==> src/rtl/fft_sample_deserializer.sv <==
// -----------------------------------------------------------------------------
// fft_sample_deserializer
//
// Serial-to-parallel front end for the FFT datapath. Samples arrive one per
// recv handshake and are written, in arrival order, into a registered frame
// buffer. Once N_SAMPLES samples are collected, the buffer is offered as one
// parallel frame on the send interface. It sustains one sample per cycle
// with no gap between frames.
//
// Ports
//   clk       : clock, all state updates on the rising edge
//   reset     : asynchronous active-low reset
//   recv_msg  : incoming serial sample
//   recv_val  : recv_msg valid
//   recv_rdy  : block accepts a sample this cycle (0 while reset is low)
//   send_msg  : assembled frame, element i = i-th sample of the frame
//   send_val  : frame valid (high exactly while the buffer is full)
//   send_rdy  : downstream accepts the frame
//
// state | meaning
// ------+------------------------------------------------------------
// FILL  | collecting samples; r_cnt is the next buffer slot to write
// FULL  | frame complete and offered downstream; r_cnt is 0
// -----------------------------------------------------------------------------
module fft_sample_deserializer #(
  parameter int BIT_WIDTH = 32,
  parameter int N_SAMPLES = 8
) (
  input  logic                 clk,
  input  logic                 reset,
  input  logic [BIT_WIDTH-1:0] recv_msg,
  input  logic                 recv_val,
  output logic                 recv_rdy,
  output logic [BIT_WIDTH-1:0] send_msg [N_SAMPLES-1:0],
  output logic                 send_val,
  input  logic                 send_rdy
);

  localparam int CW = (N_SAMPLES > 1) ? $clog2(N_SAMPLES) : 1;
  localparam logic [CW-1:0] LAST_IDX = CW'(N_SAMPLES - 1);

  typedef enum logic {
    S_FILL = 1'b0,
    S_FULL = 1'b1
  } state_t;

  state_t               r_state;
  state_t               w_state_nxt;
  logic [CW-1:0]        r_cnt;
  logic [CW-1:0]        w_cnt_nxt;
  logic [BIT_WIDTH-1:0] r_buf [N_SAMPLES-1:0];

  logic                 w_recv_rdy;
  logic                 w_recv_fire;

  // ---------------------------------------------------------------------------
  // State register
  // ---------------------------------------------------------------------------
  always_ff @(posedge clk or negedge reset) begin
    if (!reset) begin
      r_state <= S_FILL;
      r_cnt   <= '0;
    end else begin
      r_state <= w_state_nxt;
      r_cnt   <= w_cnt_nxt;
    end
  end

  // ---------------------------------------------------------------------------
  // Next-state logic
  // ---------------------------------------------------------------------------
  always_comb begin
    w_state_nxt = r_state;
    w_cnt_nxt   = r_cnt;
    case (r_state)
      S_FILL: begin
        if (w_recv_fire) begin
          // N_SAMPLES is a power of two, so the increment wraps to 0 on
          // the last slot by itself.
          w_cnt_nxt = r_cnt + CW'(1);
          if (r_cnt == LAST_IDX) begin
            w_state_nxt = S_FULL;
          end
        end
      end
      S_FULL: begin
        if (send_rdy) begin
          w_state_nxt = S_FILL;
          // A sample accepted alongside the departing frame lands in slot 0
          // (r_cnt is 0 here), so the new frame resumes at slot 1.
          w_cnt_nxt   = w_recv_fire ? CW'(1) : '0;
        end
      end
      default: begin
        w_state_nxt = S_FILL;
        w_cnt_nxt   = '0;
      end
    endcase
  end

  // ---------------------------------------------------------------------------
  // Output logic
  // ---------------------------------------------------------------------------
  always_comb begin
    w_recv_rdy = 1'b0;
    send_val   = 1'b0;
    case (r_state)
      S_FILL: w_recv_rdy = 1'b1;
      S_FULL: begin
        // Pass-through lets a new frame start in the cycle the old one leaves.
        w_recv_rdy = send_rdy;
        send_val   = 1'b1;
      end
      default: begin
        w_recv_rdy = 1'b0;
        send_val   = 1'b0;
      end
    endcase
  end

  // Ready is gated by reset directly so it drops without waiting for a clock.
  assign recv_rdy    = w_recv_rdy & reset;
  assign w_recv_fire = recv_val & recv_rdy;

  // ---------------------------------------------------------------------------
  // Frame buffer
  // ---------------------------------------------------------------------------
  always_ff @(posedge clk or negedge reset) begin
    if (!reset) begin
      for (int i = 0; i < N_SAMPLES; i++) begin
        r_buf[i] <= '0;
      end
    end else if (w_recv_fire) begin
      r_buf[r_cnt] <= recv_msg;
    end
  end

  always_comb begin
    for (int i = 0; i < N_SAMPLES; i++) begin
      send_msg[i] = r_buf[i];
    end
  end

endmodule

==> config.mk <==
export PLATFORM = sky130hd
export DESIGN_NAME = fft_sample_deserializer
export DESIGN_NICKNAME = d
export VERILOG_FILES = /design/src/rtl/fft_sample_deserializer.sv
export SDC_FILE = /design/constraint.sdc
export NUM_CORES = 1
export LEC_CHECK = 0
export ABC_AREA = 1
export CORE_ASPECT_RATIO = 1.25
export CORE_MARGIN = 2
export CORE_UTILIZATION = 48
export CTS_CLUSTER_DIAMETER = 200
export CTS_CLUSTER_SIZE = 16
export DETAILED_ROUTE_END_ITERATION = 8
export PLACE_DENSITY_LB_ADDON = 0.1
export SLEW_MARGIN = 40
export SYNTH_ARGS = -nofsm -noshare
export SYNTH_HDL_FRONTEND = slang
export SYNTH_SLANG_ARGS = --single-unit
==> constraint.sdc <==
create_clock -name clk -period 1.37 [get_ports clk]
set_input_delay 0.274 -clock clk [delete_from_list [all_inputs] [get_ports clk]]
set_output_delay 0.274 -clock clk [all_outputs]
set_load 0.005 [all_outputs]
* Yosys cells after proc, flatten, opt, wreduce, memory -nomap -nowiden *
Index checks and enable logic that the tools add are counted.

word-level totals
  bits of input ports = 36
  register bits = 260
  word-level logic and storage cells = 34

cells by class
  multiplexer cells = 13
  eq/ne operators = 3
  bitwise gates (word level) = 3
  $add $sub $neg = 1
  order comparisons = 2
  reductions and logical operators = 2

operators with widths
  cell                 count
  $bwmux 256           1
  $demux 32 s3         1
  $mux 32              1
  $mux 3               2
  $pmux 3 s2           1
  $mux 1               5
  $lt 3x4->1 const B   1
  $ne 2x2->1 const B   2
  $pmux 1 s2           2
  $add 3x1->3 const B  1
  $eq 3x3->1 const B   1
  $ge 3x1->1 const B   1
  $and 1x1->1          2
  $reduce_and 2->1     1
  $logic_and 1x1->1    1
  $not 1->1            1

* Logic depth before layout (Yosys ltp) *
  depth after elaboration = 7
  mapped depth = 8
  gate-level depth less buffers = 6

* Least setup slack after synthesis *
Ideal clock, no wire load.

  path type = flip-flop to flip-flop
  start = register r_state
  end = register r_buf, in the netlist send_msg[127]
  arrival time = 1.173 ns
  path slack = 0.073 ns
  path buffers = 2
  stages on the path, launching flop included = 7
  library setup time = 0.123 ns
  cells stage by stage = dfrtp_1 -> nand2_2 -> nand3_4 -> buf_6 -> buf_2 -> o21ai_0 -> nand2_1

between the ends
  longest elaborated chain between the ends = 4

ends and longest elaborated chain
  item                             line  source
  from (decl)                      47    state_t r_state;
  from (signal assigned)           64    r_state <= w_state_nxt;
  $not 1->1                        -
  $pmux 1 s2 (*)                   107   case (r_state)
  $and 1x1->1 (*)                  122   assign recv_rdy = w_recv_rdy & reset;
  $and 1x1->1 (*)                  123   assign w_recv_fire = recv_val & recv_rdy;
  to (signal, indexed assignment)  134   r_buf[r_cnt] <= recv_msg;
  to (decl)                        51    logic [BIT_WIDTH-1:0] r_buf [N_SAMPLES-1:0];

Mark *: on every way between the ends. The rest lies on a longest branch, timed or not.
A chain may end at the register's enable or synchronous reset.

* Worst setup path after layout *
  start = register r_state
  end = register r_buf, in the netlist send_msg[78]

Same word-level chain as after synthesis.

==> flow_summary.yaml <==
run_status:
  status: "finished with violations"
  violations: "negative hold slack, negative setup slack"
timing:
  fmax_ghz: 0.5922
  finClkSkew_ps: 15.71
  relSlewSlack_pct: 57.16
  final_hold_viol_count: 123
  slew_violations: 0
  post-route-period-util_pct: 123.3
  worst_slack_ps: -318.5
  fin_crit_ps: 1689
  holdWs_ps: -192.1
  worstMarginPinSlew_ps: 642.7
  finalSetupViolations: 261
  grt_setup_unrepaired: "yes"
grt:
  grt-ovfl-total: 0
  grt_pass1_vias: 9201
  grtUsageTotal_pct: 29.19
  grt_antenna_before_repair: 0
  grt_max_degree: 103
  grt_pass1_wl_um: 52140
critical_path:
  required_ps: 1820
  reg2reg_to: "send_msg[78]$_DFFE_PN0P_"
  crit_path_cell_trace: "buf_6 -> buf_6 -> nand2_4 -> nand3_4 -> buf_12 -> nor2_4 -> buf_6 -> clkbuf_16 -> nand2_1 -> nand2_1"
  crit_path_frequent_cell: "buf_6"
  critical_path_peak_fanout: 8
  crit_arrival_ps: 2130
  crit_path_end_kind: "flip-flop"
  crit_slowest_cell: "dfrtp_1"
  reg2regPathDepth: 10
  path_class: "flip-flop to flip-flop"
  path_buf_inv: 5
  rr_startpoint: "r_state$_DFF_PN0_"
  r2r_setup_slack_ps: -320
  start_kind: "flip-flop"
  slowest_delay_ps: 390
  crit_family: "buffers and inverters"
floorplanning:
  core_area_sq_mm: 0.02147
  die_w_um: 136.2
  die_area_sq_mm: 0.02306
  start_util_pct: 48.86
  rows: 60
  die_y_um: 169.3
  ioPinCount: 294
place:
  gp_congestion: 0.8180
  place_hpwl_um: 22080
  detailedPlace.worstSlack_ps: -430.7
  dp.cells: 1715
  numPortBuffers: 293
pwr:
  p_total_uw: 29650
  power_density_mw_per_mm2: 2087
  ir_drop_mv: 1.091
  leakagePower_uw: 0.007572
yosys:
  synth_area_leader_cell: "dfrtp_1"
  syn_area_per_cell_sq_um: 8.868
  postSynthCellCount: 1183
  synth_top_area_share_pct: 62.02
  ys_ff_latch: 260
  netlist_area_sq_mm: 0.01049
  synth.area.top_cells: "dfrtp_1 (62%), nand2_1 (19%), o21ai_0 (12%)"
  synth_fp_nets: 1221
  ys_warn_count: 0
  ys_types: 21
  seq_area_frac_synth_pct: 62.02
cts:
  numCtsBuffers: 20
  htree_levels: 1
  cts_tree: "done"
  clk_path_buf_depth: 3
  clock_sinks: 260
  clk_latency_ps: 510
  root_buffer: "clkbuf_16"
  clkTransAtPathRegs_ps: 70
layout:
  filler_cell_count: 1854
  stdcell_count: 1774
  nNetsFinal: 1533
  fin_util_pct: 66.16
  layout-drive-gt1-share_pct: 28.16
  num_antenna_cells: 0
  syn_to_final_growth_pct: 35.40
min_path:
  hold_class: "input pin to async pin"
route:
  drt_wl_total_um: 34790
  first_pass_iters: 5
  drc: 0
  ant_nets: 0
  drt_iter0_markers: 681
  vias: 9557
  wl_per_cell_um: 19.61
  drt-vias-per-instance: 5.387
flow_run:
  max_cap_viol_count: 0
[per-layer routing]
metal | global-route usage (%) | wire (um)
met5 | 0 | 0
met3 | 6.272 | 2832
met4 | 10.01 | 1396
met1 | 37.59 | 13330
met2 | 48.92 | 17230
[state kept, by name, indices dropped and copies added (netlist names)]
signal,flops
send_msg,256
r_cnt,3
r_state,1
[worst max-delay path by stage]
| stage | from | to | slack, ps | cells after the start |
|---|---|---|---|---|
| after floorplan | r_state$_DFF_PN0_ | send_msg[127]$_DFFE_PN0P_ | 70 | 6 |
| after global placement | send_rdy | recv_rdy | -390 | 4 |
| after detailed placement | send_rdy | send_msg[119]$_DFFE_PN0P_ | -430 | 8 |
| after CTS | r_state$_DFF_PN0_ | send_msg[137]$_DFFE_PN0P_ | -250 | 9 |
| after global routing | r_state$_DFF_PN0_ | send_msg[79]$_DFFE_PN0P_ | -350 | 10 |
| final | r_state$_DFF_PN0_ | send_msg[78]$_DFFE_PN0P_ | -320 | 10 |
[report_power, final]
| group | internal [uW] | switching, uW |
|---|---|---|
| clock | 2730 | 2630 |
| sequential | 11200 | 1800 |
| combinational | 5100 | 6170 |
| total | 19100 | 10600 |
[synthesized netlist by cell type, drive strengths merged]
cell	number
nand4	2
clkbuf	46
o21ai	256
buf	63
clkinv	1
a21boi	1
nand3	7
nor2	12
nand2	527
inv	6
dfrtp	260
ha	2
[kinds of logic (layout without fill, tap and decap cells)]
family	Yosys count	after routing	synth area share, %
AO/OA/AOI/OAI	257	257	12.28
adder cells (fa/ha/maj)	2	2	0.2385
buffers and inverters	116	428	5.057
flip-flops	260	260	62.02
AND/OR/NAND/NOR	548	548	20.41
[placed cells by master (no fill, tap or decap), types with 8 or more instances in the layout]
cell type        Yosys  final
nand2_1            526    476
dfrtp_1            260    260
buf_2               58    228
o21ai_0            244    181
o21ai_1             12     74
buf_4                2     60
nand2_2              1     36
clkdlybuf4s50_1      0     34
clkdlybuf4s15_1      0     29
clkbuf_16            0     27
buf_12               0     25
nand2_4              0     15
buf_6                2     10
nor2_4               7      8
[cell type report]
cell class | instances | area (sq um) | area share (%)
Timing Repair Buffer | 399 | 3110 | 21.90
Clock buffer | 21 | 525.5 | 3.699
Sequential cell | 260 | 6506 | 45.80
Inverter | 7 | 26.28 | 0.1850
Tap cell | 279 | 349.1 | 2.457
Multi-Input combinational cell | 807 | 3671 | 25.84
Clock inverter | 1 | 16.27 | 0.1145
[through the flow]
step	setup TNS, ps	area (sq um)
after floorplan	0	10490
after detailed placement	-97300	14120
final	-56320	14200
after CTS	-49230	13760
after global placement	-93420	14090
after global routing	-75450	14200
[worst register-to-register path, stage by stage, from the launching register on]
cell and delay, ps:
dfrtp_1 390, buf_6 130, buf_6 110, nand2_4 70
nand3_4 140, buf_12 200, nor2_4 130, buf_6 150
clkbuf_16 170, nand2_1 50, nand2_1 80
[repair_timing]
action / 4_1_cts / 5_1_grt
gates cloned: 1 / 7
pin swaps: 17 / 31
gates resized for setup: 997 / 123
endpoints found under the hold margin: 129 / 84
endpoints found under the setup margin: 510 / 291
buffers inserted: 23 / 6
Note: power is estimated with default switching activity, not from simulation.
==> RTL change (same flow settings) <==
The parameter `BIT_WIDTH` goes from 32 to 24.
--- a/src/rtl/fft_sample_deserializer.sv
+++ b/src/rtl/fft_sample_deserializer.sv
@@ -23,7 +23,7 @@
 // FULL  | frame complete and offered downstream; r_cnt is 0
 // -----------------------------------------------------------------------------
 module fft_sample_deserializer #(
-  parameter int BIT_WIDTH = 32,
+  parameter int BIT_WIDTH = 24,
   parameter int N_SAMPLES = 8
 ) (
   input  logic                 clk,
Ports: changed (resized recv_msg and send_msg); port bits go from 294 to 222. No check against the original RTL was run, so the function may have changed too.
==> RTL change against the unedited design <==
The flow still finishes with violations (negative hold slack, negative setup slack); design area shrank 12%; total power is 12% lower; setup slack better by 120 ps; synthesized area fell by 25%; sequential cell count shrank 64; global-route usage grew 0.23 points; routed wire length fell by 26%; sequential share of layout area fell by 6.5 points; critical endpoint is now send_msg[36]; largest power group is now combinational logic.
==> RTL change: results (changes against the unedited design) <==
stage;metric;value;unit;change
outcome;status;complete, but fails checks;;unchanged
outcome;violations;negative hold slack, negative setup slack;;unchanged
power;leakage;6.20;nW;was 7.57 nW
timing;layout_setup_ws;-200;ps;was -319 ps
clock_tree;clk_latency;430;ps;was 510 ps
setup_path;cp.arrival;1940;ps;was 2130 ps
clock_tree;cts-buffers-inserted;17;;was 20
finish;nets;1195;;was 1533
yosys;syn_inst;892;;was 1183
global_routing;track_usage;29.4;%;was 29.2%
timing;whs;-40.8;ps;was -192 ps
timing;setup_violations;198;;was 261
clock_tree;cts_buffer_depth;2;;was 3
timing;hold_violations;56;;was 123
yosys;synth_area_leaders;dfrtp_1 (62%), nand2_1 (19%), o21ai_0 (12%);;unchanged
yosys;seq_area_frac_synth;62.0;%;about the same
yosys;synth-xor-area-share;0.111;%;was 0%
placed_design;routabilityCongestion;0.779;;was 0.818
placed_design;portBuffers;221;;was 293
yosys;ys_types;20;;was 21
finish;drive_gt1_share;23.5;%;was 28.2%
global_routing;grt_pass1_vias;7141;;was 9201
yosys;synth_fa_ha_area_share;0.316;%;was 0.239%
routing;viasPerCell;5.30;;was 5.39
routing;routed_wirelength;25.7;mm;was 34.8 mm
setup_path;rr_endpoint;send_msg[36];;was send_msg[78]
timing;skew;9.58;ps;was 15.7 ps
clock_tree;htreeDepth;4;;was 1
==> RTL change: layout make-up <==
class / count / area, um^2 / area share, %
repair buffers: 332 / 3520 / 28.2
well taps: 216 / 270 / 2.16
inverters: 6 / 22.5 / 0.180
clock buffers: 18 / 439 / 3.52
clock inverters: 14 / 224 / 1.79
multi-input cells: 612 / 3110 / 24.9
flip-flops and latches: 196 / 4900 / 39.3
==> RTL change: per-layer routing <==
layer  GRT usage (%)  vias to the layer above  routed length [um]
met3            7.37                       53                1790
met2            47.7                      302               12700
met5               0                        -                   0
li1                -                     3407                   -
met1            37.6                     3631               10300
met4            13.0                        0                 901
==> RTL change: report_power, final <==
group / switching [mW] / internal [mW] / leakage [nW]
Clock: 2.24 / 3.32 / 0.315
Sequential: 1.63 / 8.45 / 2.49
Combinational: 4.85 / 5.53 / 3.40
==> RTL change: how the worst min path moves through the flow <==
stage	startpoint	end	slack, ps	depth (start not counted)
CTS	reset	send_msg[38]	60	3
finish	reset	send_msg[55]	-40	3
floorplan	reset	r_cnt[0]	-20	0
detailed placement	reset	send_msg[52]	200	2
global route	reset	send_msg[54]	-30	3
global placement	reset	send_msg[52]	200	2
==> RTL change: worst min-delay path, cell delays in order <==
cell,delay (ps)
clkbuf_8,120
buf_4,120
buf_12,280
==> RTL change: through the flow <==
stage / power [mW] / util (%) / setup WS [ps] / TNS (ps)
global placement: 19.8 / 65.8 / -499 / -78660
CTS: 25.0 / 74.3 / -165 / -18940
detailed placement: 20.1 / 65.8 / -534 / -82890
floorplan: 12.9 / - / 77.1 / 0
finish: 26.0 / 77.1 / -200 / -24250
global route: 27.6 / 77.1 / -261 / -36420
==> RTL change: repair_timing <==
item	CTS	global route
gates resized for setup	441	211
hold endpoints to repair	4	47
pin swaps	59	26
buffers inserted	37	20
gates cloned	10	3
setup endpoints to repair	384	300
